## src/rtl/fetch_predecode_stage_pkg.sv

```systemverilog
// Shared definitions for the fetch/predecode stage: RV32I major opcodes,
// one-hot instruction-type constants (also used by the immediate generator) and FSM states.
package fetch_predecode_stage_pkg;

  localparam logic [6:0] OPC_OP     = 7'b0110011;
  localparam logic [6:0] OPC_OP_IMM = 7'b0010011;
  localparam logic [6:0] OPC_LOAD   = 7'b0000011;
  localparam logic [6:0] OPC_JALR   = 7'b1100111;
  localparam logic [6:0] OPC_SYSTEM = 7'b1110011;
  localparam logic [6:0] OPC_STORE  = 7'b0100011;
  localparam logic [6:0] OPC_BRANCH = 7'b1100011;
  localparam logic [6:0] OPC_LUI    = 7'b0110111;
  localparam logic [6:0] OPC_AUIPC  = 7'b0010111;
  localparam logic [6:0] OPC_JAL    = 7'b1101111;

  localparam logic [5:0] INST_R = 6'b100000;
  localparam logic [5:0] INST_I = 6'b010000;
  localparam logic [5:0] INST_S = 6'b001000;
  localparam logic [5:0] INST_B = 6'b000100;
  localparam logic [5:0] INST_U = 6'b000010;
  localparam logic [5:0] INST_J = 6'b000001;

  typedef enum logic [2:0] {
    ST_IDLE,
    ST_FETCH,
    ST_WAIT,
    ST_DRAIN,
    ST_HOLD
  } fetch_state_e;

endpackage

```

## src/rtl/fetch_predecode_stage_opcode_predecoder.sv

```systemverilog
// Combinational opcode classifier: maps instruction[6:0] to a one-hot format type.
// Unknown opcodes report R format (zero immediate) and raise illegal.
module opcode_predecoder
  import fetch_predecode_stage_pkg::*;
(
  input  logic [6:0] opcode,
  output logic [5:0] inst_type,
  output logic       illegal
);

  always_comb begin
    inst_type = INST_R;
    illegal   = 1'b0;
    case (opcode)
      OPC_OP:                                     inst_type = INST_R;
      OPC_OP_IMM, OPC_LOAD, OPC_JALR, OPC_SYSTEM: inst_type = INST_I;
      OPC_STORE:                                  inst_type = INST_S;
      OPC_BRANCH:                                 inst_type = INST_B;
      OPC_LUI, OPC_AUIPC:                         inst_type = INST_U;
      OPC_JAL:                                    inst_type = INST_J;
      default: begin
        inst_type = INST_R;
        illegal   = 1'b1;
      end
    endcase
  end

endmodule

```

## src/rtl/fetch_predecode_stage.sv

```systemverilog
// Instruction fetch stage: owns the PC, keeps at most one request outstanding,
// and holds the predecoded word in the IF/ID register until decode takes it.
module fetch_predecode_stage
  import fetch_predecode_stage_pkg::*;
#(
  parameter int             LEN      = 32,
  parameter logic [LEN-1:0] RESET_PC = '0
) (
  input  logic           clk,
  input  logic           rst_n,
  output logic           imem_req_valid,
  input  logic           imem_req_ready,
  output logic [LEN-1:0] imem_addr,
  input  logic           imem_resp_valid,
  input  logic [LEN-1:0] imem_resp_data,
  input  logic           redirect_valid,
  input  logic [LEN-1:0] redirect_pc,
  output logic           out_valid,
  input  logic           out_ready,
  output logic [LEN-1:0] out_pc,
  output logic [LEN-1:0] out_instruction,
  output logic [5:0]     out_inst_type,
  output logic           out_illegal
);

  fetch_state_e   state;
  logic [LEN-1:0] pc;
  logic [5:0]     pd_type;
  logic           pd_illegal;

  opcode_predecoder u_predecoder (
    .opcode    (imem_resp_data[6:0]),
    .inst_type (pd_type),
    .illegal   (pd_illegal)
  );

  // A pending redirect suppresses the request so a stale address is never accepted.
  assign imem_req_valid = (state == ST_FETCH) && !redirect_valid;
  assign imem_addr      = pc;

  always_ff @(posedge clk or negedge rst_n) begin
    if (!rst_n) begin
      state           <= ST_IDLE;
      pc              <= RESET_PC;
      out_valid       <= 1'b0;
      out_pc          <= '0;
      out_instruction <= '0;
      out_inst_type   <= INST_R;
      out_illegal     <= 1'b0;
    end else begin
      case (state)
        ST_IDLE: state <= ST_FETCH;

        ST_FETCH: begin
          if (redirect_valid) pc <= redirect_pc;
          else if (imem_req_ready) state <= ST_WAIT;
        end

        ST_WAIT: begin
          if (redirect_valid) begin
            pc    <= redirect_pc;
            state <= imem_resp_valid ? ST_FETCH : ST_DRAIN;
          end else if (imem_resp_valid) begin
            out_valid       <= 1'b1;
            out_pc          <= pc;
            out_instruction <= imem_resp_data;
            out_inst_type   <= pd_type;
            out_illegal     <= pd_illegal;
            pc              <= pc + LEN'(4);
            state           <= ST_HOLD;
          end
        end

        // The request already in flight must be absorbed before a new one is issued.
        ST_DRAIN: begin
          if (redirect_valid) pc <= redirect_pc;
          if (imem_resp_valid) state <= ST_FETCH;
        end

        ST_HOLD: begin
          if (redirect_valid) begin
            out_valid <= 1'b0;
            pc        <= redirect_pc;
            state     <= ST_FETCH;
          end else if (out_ready) begin
            out_valid <= 1'b0;
            state     <= ST_FETCH;
          end
        end

        default: state <= ST_IDLE;
      endcase
    end
  end

endmodule

```

## config.mk

```make
export PLATFORM = sky130hd
export DESIGN_NAME = fetch_predecode_stage
export DESIGN_NICKNAME = d
export VERILOG_FILES = /design/src/rtl/fetch_predecode_stage_pkg.sv /design/src/rtl/fetch_predecode_stage_opcode_predecoder.sv /design/src/rtl/fetch_predecode_stage.sv
export SDC_FILE = /design/constraint.sdc
export NUM_CORES = 1
export LEC_CHECK = 0
export CAP_MARGIN = 0
export CORE_MARGIN = 5
export CORE_UTILIZATION = 40
export CTS_BUF_LIST = sky130_fd_sc_hd__clkbuf_16
export CTS_CLUSTER_DIAMETER = 120
export CTS_CLUSTER_SIZE = 28
export DETAILED_ROUTE_END_ITERATION = 8
export PLACE_DENSITY = 0.72
export REMOVE_ABC_BUFFERS = 1
export SLEW_MARGIN = 20
export SYNTH_ARGS = -nofsm -noshare
export SYNTH_HDL_FRONTEND = slang
export SYNTH_SLANG_ARGS = --single-unit
```

## constraint.sdc

```tcl
create_clock -name clk -period 5.45 [get_ports clk]
set_input_delay 0.8175 -clock clk [delete_from_list [all_inputs] [get_ports clk]]
set_output_delay 0.8175 -clock clk [all_outputs]
set_load 0.005 [all_outputs]
```

### After elaboration in Yosys (flattened, before gate mapping)

Index checks and enable logic that the tools add are counted.

| storage, ports and cells | value |
|---|---|
| flip-flop bits (word level) | 107 |
| bits of input ports | 70 |
| output and inout bits | 105 |
| word-level logic and storage cells | 64 |

| cells by class | value |
|---|---|
| add/subtract/negate cells | 1 |
| equality and inequality tests | 22 |
| muxes and demuxes | 20 |
| bitwise operators | 1 |
| reduce and logical (&&, ||, !) cells | 13 |

Operators by type and width:

| operator | count |
|---|---|
| 32-bit 2-to-1 mux | 3 |
| 32-bit case mux with 2 select lines | 1 |
| 32-bit by 3-bit adder with 32-bit output, second input constant | 1 |
| 6-bit case mux with 5 select lines | 1 |
| 7-bit == test, second input constant | 4 |
| 7-bit by 6-bit == test with 1-bit output, second input constant | 3 |
| 3-bit 2-to-1 mux | 7 |
| 3-bit case mux with 5 select lines | 1 |
| 7-bit by 5-bit == test with 1-bit output, second input constant | 2 |
| 2-bit inequality test, second input constant | 5 |
| 10-bit OR reduction | 1 |
| 7-bit by 2-bit == test with 1-bit output, second input constant | 1 |
| 3-bit by 2-bit == test with 1-bit output, second input constant | 2 |
| 3-bit inequality test, second input constant | 2 |
| 3-bit AND reduction | 2 |
| 1-bit 2-to-1 mux | 5 |
| 5-bit AND reduction | 1 |
| 4-bit AND reduction | 1 |
| 2-bit nonzero test | 2 |
| 4-bit OR reduction | 1 |
| 3-bit by 1-bit == test with 1-bit output, second input constant | 1 |
| 3-bit == test, second input constant | 1 |
| 3-bit zero test | 1 |
| 3-bit OR reduction | 1 |
| other kinds (7) | 7 |

### Depth between registers and ports, before layout

| depth | value |
|---|---|
| word-level depth | 4 |
| mapped depth | 8 |
| depth with buffers taken out | 5 |

### Hierarchy

Synthesis repeated with hierarchy kept, for this count alone.

| second synthesis, totals | value |
|---|---|
| cells, all modules | 443 |
| area, all modules | 5039.8 um^2 |

By module, submodules not included:

| module | times used | cells each | area an instance (um^2) | sequential area each (um^2) |
|---|---|---|---|---|
| fetch_predecode_stage | 1 | 415 | 4852.2 | 2678.8 |
| opcode_predecoder | 1 | 28 | 187.7 | 0.0 |

### Worst setup path after synthesis

OpenSTA, ideal clock, no wires.

| path | value |
|---|---|
| kind | input-to-output |
| start point | input redirect_valid |
| end point | output imem_req_valid |
| arrival | 1.228 ns |
| data required time | 4.633 ns |
| path slack | 3.404 ns |
| stages on the path | 2 |
| path buffers | 1 |
| cell sequence | clkbuf_1 -> nor4_1 |

| between the ends | value |
|---|---|
| cells in the longest elaborated chain, start to end | 2 |

RTL lines:

| item | line | text |
|---|---|---|
| start: declaration | fetch_predecode_stage.sv:16 | `input logic redirect_valid,` |
| 1-bit zero test | fetch_predecode_stage.sv:38 | `assign imem_req_valid = (state == ST_FETCH) && !redirect_valid;` |
| 1-bit logical AND | fetch_predecode_stage.sv:38 |  |
| end: declaration | fetch_predecode_stage.sv:11 | `output logic imem_req_valid,` |

Every way passes these cells.

### Worst setup path in the final report

Same ends and word-level chain as after synthesis.

==> out/qor.csv <==
stage,metric,value,unit
floorplanning,Core Area,12620,µm²
setup_path,crit-path max FO,14,
sta,setup slack after layout,2281,ps
sta,final hold vios,0,
power_and_ir_drop,Cell Pwr Density,396.2,nW/µm²
power_and_ir_drop,Net Sw Power,0.8937,mW
logic_synthesis,Synth area leaders,"dfrtp_1 (52%), nand2_1 (15%), a21oi_1 (2.6%)",
clock_tree,postcts setup bufs,0,
drt,vias per inst,5.309,
layout,Util after Layout,57.31,%
logic_synthesis,post-synthesis instance total,588,
drt,"antenna viol nets, final",0,
floorplanning,Chip Width,123.3,µm
drt,total number of vias,4863,
setup_path,Worst R2R End,imem_addr[6],
logic_synthesis,Post-synth EDFFs,0,
setup_path,CP startpoint kind,input port,
placement,post-DP HPWL,10.80,mm
sta,setup TNS,0,ps
drt,wire length per cell,16.61,µm
sta,Tmin final,3169,ps
placement,dpl cell area,6965,µm²
logic_synthesis,ys async rst share,100.0,%
clock_tree,CTS tree,built,
clock_tree,clock buffer depth,2,
sta,setup violators final,0,
global_routing,GRT overflow,0,
sta,Final Cycle Share,58.15,%
sta,worst slew pin tran,980.1,ps
layout,final instance area,7232,µm²
power_and_ir_drop,Final Total Pwr,2.865,mW
layout,nets,810,
clock_tree,clk sinks,107,
global_routing,first-pass GRT wire length,23.90,mm
logic_synthesis,library cells used by synthesis,59,
placement,DP Worst Slack,1983,ps
floorplanning,io pins,175,
hold_path,hold depth,2,
setup_path,R2R depth,5,
logic_synthesis,synthesized cell area,5135,µm²
drt,Total Routed Length,15.22,mm
floorplanning,die area,15200,µm²
clock_tree,root buf cell,clkbuf_16,
power_and_ir_drop,Int Pwr,1.971,mW
sta,Fin Clk Skew,6.878,ps
setup_path,slack of the worst reg-to-reg path,3090,ps
power_and_ir_drop,combinational share of power,35.5,%
layout,FF/Latch Area,2679,µm²
sta,RSZ-0062 raised after global routing,false,
hold_path,Hold/Removal Path Class,reg -> reg,
clock_tree,Worst-path clk slew,70,ps
global_routing,largest net degree at the start of global routing,61,
clock_tree,clock latency on the worst-skew pair,340,ps
setup_path,CP Class,in -> out,
global_routing,Global Route Usage Sum,19.90,%
setup_path,Worst setup EP type,output port,
logic_synthesis,Avg Inst Size Synth,8.733,µm²
logic_synthesis,Synth top area share,51.66,%
layout,fill count,1139,
sta,Slew headroom,34.66,%
logic_synthesis,cell taking the most area after synthesis,dfrtp_1,
layout,Antenna diodes,0,
hold_path,hold wc startpoint,out_pc[14],
setup_path,worst path required time,4630,ps
hold_path,Hold EP,out_pc[14],
drt,Initial DRC Count,338,
placement,Port-buffer cells,174,
setup_path,CP Data Arrival Time,2350,ps
sta,Fmax,0.3155,GHz
drt,Pre-antenna DRT Iters,5,
floorplanning,std cell rows,41,
logic_synthesis,warnings from Yosys,0,
placement,GPL Wtd Cong,0.7927,
outcome,status,"complete, no violations",
drt,DRC,0,
logic_synthesis,Yosys reg bits,107,
job,max_cap viols,0,
power_and_ir_drop,sw frac,31.19,%
floorplanning,die span in y,123.3,µm
global_routing,initial antenna violation count,0,
logic_synthesis,"Seq/Total Area, Yosys",52.17,%
floorplanning,Initial Util,40.69,%
layout,Syn-to-layout area delta,40.84,%
power_and_ir_drop,sequential share of power,44.0,%
power_and_ir_drop,clock network fraction of total power,20.5,%
layout,layout cells sized above 1,4.973,%
logic_synthesis,Main synth FF type,dfrtp_1,
clock_tree,H-tree Lvls,3,
power_and_ir_drop,Peak VDD IR,0.1867,mV
layout,multi-input combinational cell area,2261,µm²
clock_tree,CTS resizes,0,
clock_tree,Hold Buf Count CTS,0,
global_routing,vias in the first global route,4647,
setup_path,r2r startpoint,state[1],
sta,"Slew Viols, Final",0,
clock_tree,CTS Buf Count,9,
power_and_ir_drop,leakage,3.226,nW
## synth_stat cells, drive strengths merged, types with 9 or more instances
cell and n:
a31oi 10, nor3 9, clkbuf 23, dfrtp 106
nor2 18, o21ai 29, buf 17, a21oi 27
nand4 12, nand2 208, nand3 18, and3 13
## logic make-up (layout without fill, tap and decap cells)
family	count (synthesis)	after routing	synth area share, %
DFF	107	107	52.17
muxes	6	6	1.218
adders and majority gates	1	1	0.2436
AOI/OAI and AO/OA	107	107	13.52
buffers and inverters	48	204	4.142
xor gates and xnor gates	1	1	0.1706
and+or+nand+nor	318	318	28.53
## worst max-delay path by stage
stage | startpoint | endpoint | slack (ps) | depth (start not counted)
global placement | redirect_valid | imem_addr[21] | 2010 | 5
detailed placement | redirect_valid | imem_addr[21] | 1980 | 5
CTS | redirect_valid | imem_req_valid | 2290 | 3
floorplan | imem_resp_valid | imem_addr[25] | 2220 | 4
finish | redirect_valid | imem_req_valid | 2280 | 3
global route | redirect_valid | imem_req_valid | 2140 | 3
## power groups by stage
stage / Combinational [mW] / Sequential (mW) / Clock, mW
final: 1.02 / 1.26 / 0.587
after global routing: 1.12 / 1.30 / 0.624
after CTS: 1.03 / 1.26 / 0.602
after detailed placement: 1.03 / 1.27 / 0
after global placement: 1.01 / 1.26 / 0
after floorplan: 0.319 / 1.26 / 0
## stage by stage
step / std cells / hold WS, ps
2_1_floorplan: 548 / 467.3
3_3_place_gp: 900 / 456.4
3_5_place_dp: 900 / 461.8
4_1_cts: 916 / 478.6
5_1_grt: 916 / 502.6
6_report: 916 / 472.0
## area by class of cell
class	count	share of cell area, %
well taps	172	2.976
repair buffers	180	24.67
flip-flops and latches	107	37.04
clock inverters	7	0.5190
inverters	8	0.4152
clock buffers	9	3.114
multi-input cells	433	31.26
## worst max-delay path, stage by stage
cell	delay [ps]
clkdlybuf4s50_1	680
nor4_1	290
clkdlybuf4s50_1	560
## flip-flops by register name, summed over array words and instances, names as in the netlist
name             cells
state                3
out_valid            1
imem_addr           32
out_illegal          1
out_instruction     32
out_inst_type        6
out_pc              32
## placed cells by master, fill, tap and decap left out, drive strengths merged, types with 7 or more instances in the layout
master / synthesis / routed
nand2: 208 / 208
clkdlybuf4s50: 0 / 173
nor3: 9 / 9
a31oi: 10 / 10
nand3: 18 / 18
nand4: 12 / 12
clkbuf: 23 / 9
nand2b: 8 / 8
and3: 13 / 13
a21oi: 27 / 27
nor4: 7 / 7
o21ai: 29 / 29
inv: 8 / 9
buf: 17 / 7
dfrtp: 106 / 106
o22a: 8 / 8
and2: 7 / 7
nor2: 18 / 18
## routing by layer
layer | track usage, % | up-vias | share of wire [%]
met3 | 4.117 | 16 | 7.0
met4 | 5.536 | 0 | 1.4
met1 | 26.57 | 2355 | 44
met2 | 32.99 | 175 | 48
li1 | - | 2317 | -
met5 | 0 | - | 0
Note: power is estimated with default switching activity, not from simulation.
